## config.mk

```make
export PLATFORM = sky130hd
export DESIGN_NAME = nr_div_iter
export DESIGN_NICKNAME = d
export VERILOG_FILES = /design/src/rtl/nr_div_iter.sv
export SDC_FILE = /design/constraint.sdc
export NUM_CORES = 1
export LEC_CHECK = 0
export CAP_MARGIN = 5
export CORE_MARGIN = 2
export CORE_UTILIZATION = 49
export DETAILED_ROUTE_END_ITERATION = 6
export HOLD_SLACK_MARGIN = 0.12
export PLACE_DENSITY = 0.71
export REMOVE_ABC_BUFFERS = 1
export SLEW_MARGIN = 10
export SYNTH_ARGS = -nofsm -noshare
export SYNTH_HDL_FRONTEND = slang
export SYNTH_SLANG_ARGS = --single-unit
```

## constraint.sdc

```tcl
create_clock -name clk -period 5.8 [get_ports clk]
set_input_delay 1.16 -clock clk [delete_from_list [all_inputs] [get_ports clk]]
set_output_delay 1.16 -clock clk [all_outputs]
set_load 0.02 [all_outputs]
```

## src/rtl/nr_div_iter.sv

```systemverilog
// nr_div_iter
// Iterative radix-2 non-restoring divider producing one quotient bit per
// clock. The WIDTH-bit quotient (guard bits included) is left uncorrected:
// a negative final remainder tells the downstream rounder that q is one
// unit high.
//
// Ports:
//   clk             - clock, all state updates on the rising edge
//   rst_n           - synchronous active-low reset
//   in_valid        - operands x/d valid
//   in_ready        - divider idle and able to accept operands
//   x               - dividend, normalized (MSB set), x < 2*d
//   d               - divisor, normalized (MSB set) or zero
//   out_valid       - result valid, held until out_ready
//   out_ready       - downstream accepts the result
//   q               - unrounded, uncorrected quotient
//   rem_is_positive - final remainder > 0
//   rem_is_negative - final remainder < 0
//   exact           - final remainder is 0 or -D
//   div_by_zero     - divisor was zero
module nr_div_iter #(
  parameter int WIDTH = 28,
  parameter int CW    = $clog2(WIDTH + 1)
) (
  input  logic             clk,
  input  logic             rst_n,
  input  logic             in_valid,
  output logic             in_ready,
  input  logic [WIDTH-1:0] x,
  input  logic [WIDTH-1:0] d,
  output logic             out_valid,
  input  logic             out_ready,
  output logic [WIDTH-1:0] q,
  output logic             rem_is_positive,
  output logic             rem_is_negative,
  output logic             exact,
  output logic             div_by_zero
);

  // Remainder needs a sign bit plus one bit of headroom for |R| < 2D.
  localparam int RW = WIDTH + 2;

  typedef enum logic [1:0] {IDLE, BUSY, DONE} state_e;

  state_e                 state_q, state_d;
  logic [CW-1:0]          cnt_q, cnt_d;
  logic [WIDTH-1:0]       div_q, div_d;
  logic signed [RW-1:0]   rem_q, rem_d;
  // Only the quotient bits that survive into q are kept; the first bit
  // b_0 falls off the top because q = 2*B + 1 mod 2^WIDTH.
  logic [WIDTH-3:0]       bits_q, bits_d;
  logic                   zero_q, zero_d;
  logic [WIDTH-1:0]       quot_q, quot_d;
  logic                   pos_q, pos_d;
  logic                   neg_q, neg_d;
  logic                   exact_q, exact_d;
  logic                   dbz_q, dbz_d;

  logic signed [RW-1:0]   divExt;
  logic signed [RW-1:0]   remStep;
  logic                   stepBit;
  logic                   lastIter;

  // One non-restoring step: subtract when the partial remainder is
  // non-negative (quotient digit +1, stored as 1), add otherwise (digit -1,
  // stored as 0).
  always_comb begin
    divExt   = signed'({2'b00, div_q});
    stepBit  = ~rem_q[RW-1];
    remStep  = stepBit ? (rem_q - divExt) : (rem_q + divExt);
    lastIter = (cnt_q == CW'(WIDTH - 1));
  end

  // State register.
  always_ff @(posedge clk) begin
    if (!rst_n) begin
      state_q <= IDLE;
    end else begin
      state_q <= state_d;
    end
  end

  // Next-state logic. A zero divisor still spends one cycle in BUSY so both
  // result paths reach DONE through the same BUSY->DONE edge.
  always_comb begin
    state_d = state_q;
    case (state_q)
      IDLE: if (in_valid) state_d = BUSY;
      BUSY: if (zero_q || lastIter) state_d = DONE;
      DONE: if (out_ready) state_d = IDLE;
      default: state_d = IDLE;
    endcase
  end

  // Handshake outputs decoded straight from the state register.
  always_comb begin
    in_ready  = (state_q == IDLE);
    out_valid = (state_q == DONE);
  end

  // Datapath next-state: operand capture, iteration, and registering the
  // result flags on the final step.
  always_comb begin
    cnt_d   = cnt_q;
    div_d   = div_q;
    rem_d   = rem_q;
    bits_d  = bits_q;
    zero_d  = zero_q;
    quot_d  = quot_q;
    pos_d   = pos_q;
    neg_d   = neg_q;
    exact_d = exact_q;
    dbz_d   = dbz_q;
    case (state_q)
      IDLE: begin
        if (in_valid) begin
          div_d  = d;
          rem_d  = signed'({2'b00, x});
          bits_d = '0;
          cnt_d  = '0;
          zero_d = (d == '0);
        end
      end
      BUSY: begin
        if (zero_q) begin
          quot_d  = '1;
          pos_d   = 1'b0;
          neg_d   = 1'b0;
          exact_d = 1'b0;
          dbz_d   = 1'b1;
        end else begin
          cnt_d  = cnt_q + CW'(1);
          bits_d = {bits_q[WIDTH-4:0], stepBit};
          if (lastIter) begin
            // The final step is not doubled; q = 2*B + 1 mod 2^WIDTH maps
            // the {+1,-1} digit string onto a plain binary value.
            rem_d   = remStep;
            quot_d  = {bits_q, stepBit, 1'b1};
            pos_d   = ~remStep[RW-1] && (remStep != '0);
            neg_d   = remStep[RW-1];
            exact_d = (remStep == '0) || (remStep == -divExt);
            dbz_d   = 1'b0;
          end else begin
            rem_d = {remStep[RW-2:0], 1'b0};
          end
        end
      end
      default: ;
    endcase
  end

  // Datapath registers; results are cleared by reset and otherwise held
  // through the DONE->IDLE handoff.
  always_ff @(posedge clk) begin
    if (!rst_n) begin
      cnt_q   <= '0;
      div_q   <= '0;
      rem_q   <= '0;
      bits_q  <= '0;
      zero_q  <= 1'b0;
      quot_q  <= '0;
      pos_q   <= 1'b0;
      neg_q   <= 1'b0;
      exact_q <= 1'b0;
      dbz_q   <= 1'b0;
    end else begin
      cnt_q   <= cnt_d;
      div_q   <= div_d;
      rem_q   <= rem_d;
      bits_q  <= bits_d;
      zero_q  <= zero_d;
      quot_q  <= quot_d;
      pos_q   <= pos_d;
      neg_q   <= neg_d;
      exact_q <= exact_d;
      dbz_q   <= dbz_d;
    end
  end

  assign q               = quot_q;
  assign rem_is_positive = pos_q;
  assign rem_is_negative = neg_q;
  assign exact           = exact_q;
  assign div_by_zero     = dbz_q;

endmodule

```

==> impl_metrics.yaml <==
worst_setup_path:
  r2r_slack_ps: 520
  crit_start: "div_q[0]$_SDFFE_PN0P_"
  worstSetupStartpointType: "flop"
  end_kind: "flop"
  crit_fanout: 11
  r2r_cells: 19
  required_ps: 6140
  critPathKind: "reg2reg"
  crit_end: "exact$_SDFFE_PN0P_"
  cp.arrival_ps: 5620
  r2r-end: "exact$_SDFFE_PN0P_"
  crit-reg2reg-launch: "div_q[0]$_SDFFE_PN0P_"
finish:
  diodes: 0
  drive_gt1_frac: 0.0946
  fin_area_sq_um: 9940
  seq_area_sq_um: 2480
  nFillCells: 1513
  layout.nets: 1205
  multi_input_area_sq_um: 5510
  area_delta_synth_final_pct: 20.0
timing:
  slew_headroom: 0.200
  max_freq_mhz: 190
  maxSlewViolCount: 0
  finalHoldViolCount: 0
  rsz0062_at_grt: "false"
  clock_skew_ps: 9.54
  worst_pin_slew_ps: 1190
  fin_setup_tns_ps: 0
  finalCritPeriodShare: 0.910
  setup_viol: 0
  timing.final.crit_period_ps: 5280
floorplan:
  core_sq_um: 16500
  rows: 47
  die_height_um: 134
  die_w_um: 134
  initial_utilization: 0.501
  dieArea_sq_um: 18000
  io-pin-count: 94
min_path:
  min_path_type: "reg2reg"
power:
  clkPwrFrac: 0.262
  p_int_mw: 2.43
  leakage_nw: 3.82
  p_switching_mw: 1.80
  sw_frac_of_total: 0.426
  p_per_area_nw_per_um2: 425
  peakVddDrop_mv: 0.257
  p_comb_frac: 0.513
  power_frac_seq: 0.225
drt:
  vias: 8002
  wl_met1_um: 11400
  drc: 0
  wire_per_inst_um: 18.5
  met3_length_um: 1360
  wl_met2_um: 11300
  first_pass_iters: 5
  vias_per_cell: 5.97
  drt_iter0_drc: 577
  final_antenna_net_count: 0
  wl_um: 24800
  topRoutingLayerUsed: "met4"
synth:
  synthCells: 1057
  ys_ff_latch: 124
  syn_avg_cell_area_sq_um: 7.83
  yosysWarnings: 0
  netlist_area_sq_um: 8280
  async_reset_ff_frac: 0
  ys.flop_type: "dfxtp_1"
  synth_edf_count: 0
  ys_seq_area_frac: 0.300
  netlist-cell-type-count: 78
run_status:
  run_status: "finished clean"
clock_network:
  htree_num_levels: 4
  clk_pin_slew_ps: 60
  cts_buffer_depth: 2
  clock_sinks: 124
  numCtsBuffers: 17
  clock_latency_ps: 430
  cts_tree: "built"
  cts_setup_buffers: 0
  clock-root-buffer: "clkbuf_16"
global_routing:
  grt_start_max_net_pins: 54
  grt_pass1_wl_um: 39800
  grt_pass1_vias: 7517
  grt.total_usage: 0.281
  grt_remaining_overflow: 0
  antenna_found_initial: 0
placement:
  dp_hpwl_um: 18300
  place_area_sq_um: 9320
  numPortBuffers: 93
  gp_congestion: 0.967
flow_run:
  max_cap_violations: 0
-- layer usage --
| metal | track usage | vias to the layer above |
|---|---|---|
| met4 | 0.105 | 0 |
| met2 | 0.454 | 275 |
| met3 | 0.0469 | 46 |
| met1 | 0.377 | 3748 |
| met5 | 0 | - |
| li1 | - | 3933 |
-- cell families (layout without fill, tap and decap cells) --
family | Yosys count | after routing | synth area share
mux | 2 | 2 | 0.00257
flops | 124 | 124 | 0.300
buf+inv | 81 | 145 | 0.0391
xor+xnor | 101 | 101 | 0.113
fa+ha+maj | 36 | 36 | 0.0553
compound gates | 275 | 275 | 0.237
simple gates | 438 | 438 | 0.253
-- through the flow --
stage	hold WS [ps]	power, mW	util	instances	setup slack (ps)
after floorplan	436	2.51	-	982	1130
after global placement	457	3.09	0.564	1310	489
after detailed placement	467	3.07	0.564	1310	459
after CTS	475	4.18	0.601	1341	409
after global routing	497	4.48	0.601	1341	52.8
final	475	4.22	0.601	1341	525
-- what timing repair did --
| item | 4_1_cts | 5_1_grt |
|---|---|---|
| gates resized for setup | 0 | 3 |
| endpoints found under the setup margin | 0 | 2 |
| hold buffers | 0 | 0 |
| endpoints found under the hold margin | 0 | 0 |
-- layout by cell type, fill, tap and decap left out, types with 16 or more instances in the layout --
cell,n
a21oi_1,96
a22oi_1,26
a311oi_1,20
clkbuf_16,17
clkdlybuf4s50_1,93
dfxtp_1,124
ha_1,35
nand2_1,154
nand3_1,18
nand4_1,16
nor2_1,138
nor3_1,19
o21ai_0,16
o221a_2,26
xnor2_1,47
xor2_1,50
-- synthesized netlist by cell type, types with 13 or more instances --
master,n,share of area
xnor2_1,47,0.050
dfxtp_1,124,0.30
clkbuf_1,60,0.027
ha_1,35,0.053
nand4_1,16,0.012
nor3_1,19,0.011
a21oi_1,96,0.058
a22oi_1,26,0.024
o221a_2,26,0.035
xor2_1,50,0.053
nand2_1,154,0.070
o21ai_0,17,0.010
a311oi_1,20,0.021
nor2_1,141,0.064
nor4_1,14,0.011
o211ai_1,14,0.013
nand3_1,18,0.011
a21o_1,13,0.012
-- state kept, by name, summed over array words and instances (netlist names) --
name / cells
rem_is_negative: 1
rem_is_positive: 1
rem_q: 30
q: 28
div_q: 28
bits_q: 26
state_q: 2
div_by_zero: 1
cnt_q: 5
zero_q: 1
exact: 1
-- critical path, stage by stage, from the launching register on --
cell       delay [ps]
dfxtp_1           370
inv_1              80
ha_1              240
or4b_1            640
nor2_1            150
buf_4             160
a21oi_1            80
xor2_1            160
ha_1              390
nand2_1           110
o21ai_0           930
o21ba_2           290
nor2_1             50
a2111oi_1         460
buf_4             220
xnor2_1           140
o2111ai_1         180
nor4_2            190
o2111ai_1         160
o31ai_2           190
-- layout make-up --
type | instances | share of cell area
clock buffer | 18 | 0.0442
multi-input combinational | 852 | 0.554
tap | 220 | 0.0277
clock inverter | 13 | 0.0169
inverter | 6 | 0.00227
timing repair buffer | 108 | 0.105
sequential | 124 | 0.250
-- power by group through the flow --
stage / clock [mW] / combinational, mW / sequential (mW)
finish: 1.11 / 2.17 / 0.949
global route: 1.15 / 2.37 / 0.954
floorplan: 0 / 1.55 / 0.957
detailed placement: 0 / 2.11 / 0.965
global placement: 0 / 2.13 / 0.964
CTS: 1.11 / 2.12 / 0.947
-- worst min-delay path by stage --
stage                                 startpoint                endpoint  slack (ps)  depth (start not counted)
final                      rem_q[7]$_SDFFE_PN0P_   rem_q[7]$_SDFFE_PN0P_         480                          2
after global placement         q[0]$_SDFFE_PN0P_       q[0]$_SDFFE_PN0P_         460                          2
after detailed placement       q[0]$_SDFFE_PN0P_       q[0]$_SDFFE_PN0P_         470                          2
after global routing       rem_q[8]$_SDFFE_PN0P_   rem_q[8]$_SDFFE_PN0P_         500                          2
after floorplan           rem_q[26]$_SDFFE_PN0P_  rem_q[26]$_SDFFE_PN0P_         440                          2
after CTS                  rem_q[8]$_SDFFE_PN0P_   rem_q[8]$_SDFFE_PN0P_         480                          2
Note: power is estimated with default switching activity, not from simulation.
